===== config.mk =====
export PLATFORM = sky130hd
export DESIGN_NAME = t01_keypad_scanner
export DESIGN_NICKNAME = d
export VERILOG_FILES = /design/src/rtl/t01_keypad_scanner.sv
export SDC_FILE = /design/constraint.sdc
export NUM_CORES = 1
export LEC_CHECK = 0
export ABC_AREA = 0
export CORE_MARGIN = 3
export CORE_UTILIZATION = 65
export CTS_BUF_LIST = sky130_fd_sc_hd__clkbuf_8
export DETAILED_ROUTE_END_ITERATION = 16
export DONT_BUFFER_PORTS = 1
export GPL_TIMING_DRIVEN = 0
export HOLD_SLACK_MARGIN = 0.1
export PLACE_DENSITY = 0.77
export SYNTH_ARGS = -nofsm -noshare
export SYNTH_HDL_FRONTEND = slang
export SYNTH_SLANG_ARGS = --single-unit

===== constraint.sdc =====
create_clock -name clk -period 4.7 [get_ports clk]
set_clock_uncertainty 0.05 [all_clocks]
set_input_delay 1.41 -clock clk [delete_from_list [all_inputs] [get_ports clk]]
set_output_delay 1.41 -clock clk [all_outputs]
set_load 0.01 [all_outputs]

===== src/rtl/t01_keypad_scanner.sv =====
// t01_keypad_scanner: debounced NROWS x NCOLS keypad scanner feeding a key FIFO.
// Optional auto-repeat while a key is held: define KEYPAD_REPEAT_EN.
module t01_keypad_scanner #(
    parameter int NROWS           = 4,
    parameter int NCOLS           = 4,
    parameter int DEBOUNCE_CYCLES = 1000,
    parameter int FIFO_DEPTH      = 4,
    parameter int REPEAT_DELAY    = 50000,
    parameter int REPEAT_RATE     = 10000,
    localparam int KW = $clog2(NROWS*NCOLS),
    localparam int CW = $clog2(FIFO_DEPTH+1)
) (
    input  logic             clk,
    input  logic             nRST,
    input  logic             enable,
    input  logic [NROWS-1:0] rows,
    output logic [NCOLS-1:0] cols,
    output logic [KW-1:0]    key_data,
    output logic             key_valid,
    input  logic             key_ready,
    output logic [CW-1:0]    fifo_count,
    output logic             overflow,
    input  logic             clr_overflow,
    output logic             pressed
);

    localparam int RIW = $clog2(NROWS);
    localparam int CIW = $clog2(NCOLS);
    localparam int PW  = $clog2(FIFO_DEPTH);
    localparam int DW  = $clog2(DEBOUNCE_CYCLES+1);

    typedef enum logic [1:0] {
        SCAN,
        DEBOUNCE_P,
        HELD,
        DEBOUNCE_R
    } state_t;

    state_t         state;
    logic [CIW-1:0] col_idx;
    logic [CIW-1:0] next_col;
    logic [RIW-1:0] lrow;
    logic [RIW-1:0] enc;
    logic [DW-1:0]  cnt;
    logic           any_row;
    logic           row_hit;
    logic           db_done;
    logic           push_req;
    logic           rep_push;
    logic [KW-1:0]  lidx;

    logic [KW-1:0]  mem [FIFO_DEPTH];
    logic [PW-1:0]  wptr;
    logic [PW-1:0]  rptr;
    logic           full;
    logic           do_pop;
    logic           do_push;

    // Priority-encode rows: the lowest-indexed active row wins
    always_comb begin
        enc = '0;
        for (int i = NROWS-1; i >= 0; i--) begin
            if (rows[i]) enc = RIW'(i);
        end
    end

    assign any_row  = |rows;
    assign row_hit  = any_row && (enc == lrow);
    assign db_done  = (cnt == DW'(DEBOUNCE_CYCLES-1));
    assign next_col = (col_idx == CIW'(NCOLS-1)) ? '0 : col_idx + 1'b1;
    // Column is frozen outside SCAN, so col_idx is the latched column
    assign lidx     = KW'(lrow) * KW'(NCOLS) + KW'(col_idx);
    assign push_req = ((state == DEBOUNCE_P) && row_hit && db_done)
                    || rep_push;

    // Scan / debounce state machine with registered strobes and pressed flag
    always_ff @(posedge clk) begin
        if (!nRST) begin
            state   <= SCAN;
            col_idx <= '0;
            cols    <= {{(NCOLS-1){1'b1}}, 1'b0};
            lrow    <= '0;
            cnt     <= '0;
            pressed <= 1'b0;
        end else begin
            unique case (state)
                SCAN: begin
                    if (any_row) begin
                        state   <= DEBOUNCE_P;
                        lrow    <= enc;
                        cnt     <= '0;
                        pressed <= 1'b1;
                    end else if (enable) begin
                        col_idx <= next_col;
                        cols    <= ~(NCOLS'(1) << next_col);
                    end
                end
                DEBOUNCE_P: begin
                    if (!row_hit) begin
                        state   <= SCAN;
                        pressed <= 1'b0;
                    end else if (db_done) begin
                        state <= HELD;
                        cnt   <= '0;
                    end else begin
                        cnt <= cnt + 1'b1;
                    end
                end
                HELD: begin
                    if (!any_row) begin
                        state <= DEBOUNCE_R;
                        cnt   <= '0;
                    end
                end
                DEBOUNCE_R: begin
                    if (any_row) begin
                        cnt <= '0;
                    end else if (db_done) begin
                        state   <= SCAN;
                        pressed <= 1'b0;
                    end else begin
                        cnt <= cnt + 1'b1;
                    end
                end
                default: state <= SCAN;
            endcase
        end
    end

`ifdef KEYPAD_REPEAT_EN
    localparam int RMAX = (REPEAT_DELAY > REPEAT_RATE) ? REPEAT_DELAY
                                                       : REPEAT_RATE;
    localparam int RW   = $clog2(RMAX+1);

    logic [RW-1:0] rep_cnt;
    logic [RW-1:0] rep_tgt;
    logic          rep_first;

    assign rep_tgt  = rep_first ? RW'(REPEAT_DELAY-1) : RW'(REPEAT_RATE-1);
    assign rep_push = (state == HELD) && any_row && (rep_cnt == rep_tgt);

    // Auto-repeat timer: first gap REPEAT_DELAY, then REPEAT_RATE, only in HELD
    always_ff @(posedge clk) begin
        if (!nRST || state != HELD) begin
            rep_cnt   <= '0;
            rep_first <= 1'b1;
        end else if (rep_push) begin
            rep_cnt   <= '0;
            rep_first <= 1'b0;
        end else if (any_row) begin
            rep_cnt <= rep_cnt + 1'b1;
        end
    end
`else
    logic rep_unused;
    assign rep_push   = 1'b0;
    assign rep_unused = ^{REPEAT_DELAY[0], REPEAT_RATE[0]};
`endif

    assign full      = (fifo_count == CW'(FIFO_DEPTH));
    assign key_valid = (fifo_count != '0);
    assign do_pop    = key_valid && key_ready;
    // A pop in the same cycle frees the slot, so a full FIFO can still accept
    assign do_push   = push_req && (!full || do_pop);
    assign key_data  = key_valid ? mem[rptr] : '0;

    // FIFO storage array
    always_ff @(posedge clk) begin
        if (do_push) mem[wptr] <= lidx;
    end

    // FIFO pointers and exact occupancy count
    always_ff @(posedge clk) begin
        if (!nRST) begin
            wptr       <= '0;
            rptr       <= '0;
            fifo_count <= '0;
        end else begin
            if (do_push) wptr <= wptr + 1'b1;
            if (do_pop)  rptr <= rptr + 1'b1;
            fifo_count <= fifo_count + CW'(do_push) - CW'(do_pop);
        end
    end

    // Sticky overflow; a new drop wins over a same-cycle clear
    always_ff @(posedge clk) begin
        if (!nRST) begin
            overflow <= 1'b0;
        end else if (push_req && full && !do_pop) begin
            overflow <= 1'b1;
        end else if (clr_overflow) begin
            overflow <= 1'b0;
        end
    end

endmodule


==> results.yml <==
pwr:
  pwr_density_cell_nw_per_um2: 307
  irDropWorstVdd_uv: 243
  power_mw: 0.760
  p_leak_nw: 0.921
die:
  core_area_um2: 3390
  die_h_um: 65.6
  floorplan.initialDensity_pct: 68.1
  placement_rows: 21
  die_area_um2: 4300
  die_w_um: 65.6
  io_pins: 23
setup_path:
  cp_slowest_cell: "nor4_1"
  slowest_delay_ps: 620
  worstPathArrival_ps: 4010
  critPathTopFamily: "simple AND/OR/NAND/NOR gates"
  end_kind: "flop"
  timing.rr.start: "cnt[0]"
  path_cells: "and3b_1, o211a_1, nor2_1, nor4_1, inv_2, ha_1, inv_1, ha_1, inv_1, fa_1, xor2_1, xnor2_1, nor2_1"
  cp_num_buf_inv: 3
  crit_required_ps: 4830
  r2r_setup_slack_ps: 900
  critPathKind: "in -> reg"
  cp-start-kind: "input port"
  cp_max_fo: 6
  startpoint: "rows[2]"
global_routing:
  overflow: 0
  grt_use_total_pct: 22.7
  grt_antenna_before_repair: 0
  grt_pass1_wl_um: 7270
  grt_pass1_vias: 1590
  grt_max_degree: 16
clocking:
  htreeDepth: 2
  hold_buffers: 0
  numCtsBuffers: 5
  post_cts_buffers: 0
  cts_root_buf: "clkbuf_8"
  clockBufferDepth: 2
  cts_tree: "yes"
  cts_sinks: 47
  clkLatencyLatePin_ps: 300
  clkTransAtPathRegs_ps: 90
  post_cts_resized: 0
detailed_routing:
  avgRoutedWirePerCell_um: 16.3
  wl_um: 4470
  first_iter_violations: 173
  ant_nets: 0
  drc: 0
  first_pass_iters: 4
  vias: 1717
  vias_per_cell: 6.27
sta:
  rsz0062_at_grt: "false"
  post-route-period-util_pct: 82.6
  timing.slew.headroom_pct: 42.4
  whs_ps: 458
  hold_violations: 0
  finalMaxSlewViolations: 0
  fin_setup_tns_ps: 0
  min_period_ps: 3880
  final-setup-viol-count: 0
  tightest_slew_ps: 863
  fmax_mhz: 258
finish:
  drive_gt1_share_pct: 10.1
  area_growth_pct: 7.37
  diodes: 0
  nNetsFinal: 248
  fill_cells: 235
  stdcell_count: 274
  multiInputGateArea_um2: 1130
  regArea_um2: 1100
placed_design:
  hpwl_um: 3390
  gp_congestion: 0.887
  dp_cells: 266
  port_buffers: 0
synthesis:
  async_flop_share_pct: 0
  synthesis.area_um2: 2310
  syn_nets: 241
  synthTopCellsByArea: "dfxtp_1 (27%), edfxtp_1 (21%), ha_1 (6.0%), mux4_2 (3.9%), nor2_1 (3.1%)"
  synthesis.instances: 220
  synth_seq_area_share_pct: 47.7
  synthFlopType: "dfxtp_1"
  synth_warnings: 0
  ys_seq_elements: 47
  synth.largest_area_cell: "dfxtp_1"
  synth.top_cell.area_share_pct: 26.9
  synth_edf_count: 16
  avgSynthCellArea_um2: 10.5
  synth_cell_types: 47
worst_hold_path:
  hold_class: "reg -> reg"
  worstHoldStart: "cnt[9]"
run_status:
  status: "finished, final reports clean"
job:
  max-cap-violations: 0
==> worst register-to-register path, stage by stage (launching register included) <==
cell,delay [ps]
dfxtp_1,380
ha_1,280
nand4_1,200
nor3_1,480
nand2_1,150
nor4_1,610
inv_2,160
ha_1,320
inv_1,60
ha_1,130
inv_1,60
fa_1,390
xor2_1,170
xnor2_1,180
nor2_1,60
==> synthesized netlist by cell type (2+ instances only) <==
library cell	instances
dfxtp_1	31
nor2_1	19
edfxtp_1	16
a21oi_1	14
nand2_1	12
ha_1	11
nand3_1	11
and2_1	10
inv_1	9
o211ai_1	7
clkbuf_1	5
mux2i_1	5
nor4_1	5
mux4_2	4
nand4_1	4
nor3_1	4
or4_1	4
xnor2_1	4
and3_1	3
nand3b_1	3
nand4b_1	3
nor2b_1	3
o31ai_1	3
o41ai_1	3
a21boi_0	2
nand2b_1	2
o211a_1	2
xor2_1	2
==> layout make-up <==
class	count	area share [%]
well taps	46	2.32
inverters	10	1.51
clock inverters	3	1.77
clock buffers	5	2.78
plain buffers	8	1.72
multi-input cells	155	45.5
flip-flops and latches	47	44.4
==> through the flow <==
stage               cell area, um^2  util, %  setup WS [ps]
CTS                            2480     73.1            820
detailed placement             2370     69.8            534
global route                   2480     73.1            490
global placement               2370     69.8            645
finish                         2480     73.1            820
floorplan                      2310        -            900
==> routing by layer <==
| layer | vias to the layer above | track usage, % | share of wire (%) |
|---|---|---|---|
| li1 | 827 | - | - |
| met1 | 824 | 28.8 | 44 |
| met2 | 56 | 35.8 | 47 |
| met3 | 10 | 7.35 | 7.1 |
| met4 | 0 | 9.59 | 2.3 |
| met5 | - | 0 | 0 |
==> registers in the layout (all words and copies together) (netlist names), named ones only <==
register / flops
mem: 16
cnt: 10
cols: 4
fifo_count: 3
col_idx: 2
lrow: 2
rptr: 2
wptr: 2
overflow: 1
pressed: 1
state: 1
==> cells in the final DEF (no fill, tap or decap), types with 2 or more instances in the layout <==
cell      netlist  layout
nand2b_1        2       2
nand3_1        11      11
nor4_1          5       5
a21boi_0        2       2
or4_1           4       4
nor3_1          4       4
a21oi_1        14      14
nand2_1        12      12
xnor2_1         4       4
o211a_1         2       2
ha_1           11      11
nand4b_1        3       3
inv_1           9       9
and3_1          3       3
nand3b_1        3       3
edfxtp_1       16      16
dfxtp_1        31      31
o41ai_1         3       3
nor2_1         19      19
and2_1         10      10
mux2i_1         5       5
nand4_1         4       4
clkbuf_1        5       5
mux4_2          4       4
o211ai_1        7       7
nor2b_1         3       3
clkbuf_8        0       5
xor2_1          2       2
o31ai_1         3       3
==> kinds of logic after synthesis <==
| logic type | Yosys count | share of synthesized area (%) |
|---|---|---|
| DFF | 47 | 47.7 |
| muxes | 10 | 7.05 |
| and+or+nand+nor | 90 | 21.5 |
| adders and majority gates | 12 | 6.83 |
| xor gates and xnor gates | 6 | 2.28 |
| AOI/OAI and AO/OA | 37 | 11.2 |
| buffers and inverters | 18 | 3.47 |
==> where the power goes <==
| group | leakage (nW) | internal [mW] | switching (mW) |
|---|---|---|---|
| Combinational | 0.471 | 0.0148 | 0.0243 |
| Clock | 0.0581 | 0.158 | 0.135 |
| Sequential | 0.393 | 0.422 | 0.00536 |
| Total | 0.921 | 0.595 | 0.164 |
==> worst paths after layout <==
check / to / depth (start not counted)
setup reg to reg: fifo_count[2] / 14
hold reg to reg: cnt[9] / 2
setup / recovery: fifo_count[2] / 13
hold / removal: cnt[9] / 2
Power figures use the tool's default switching activity.
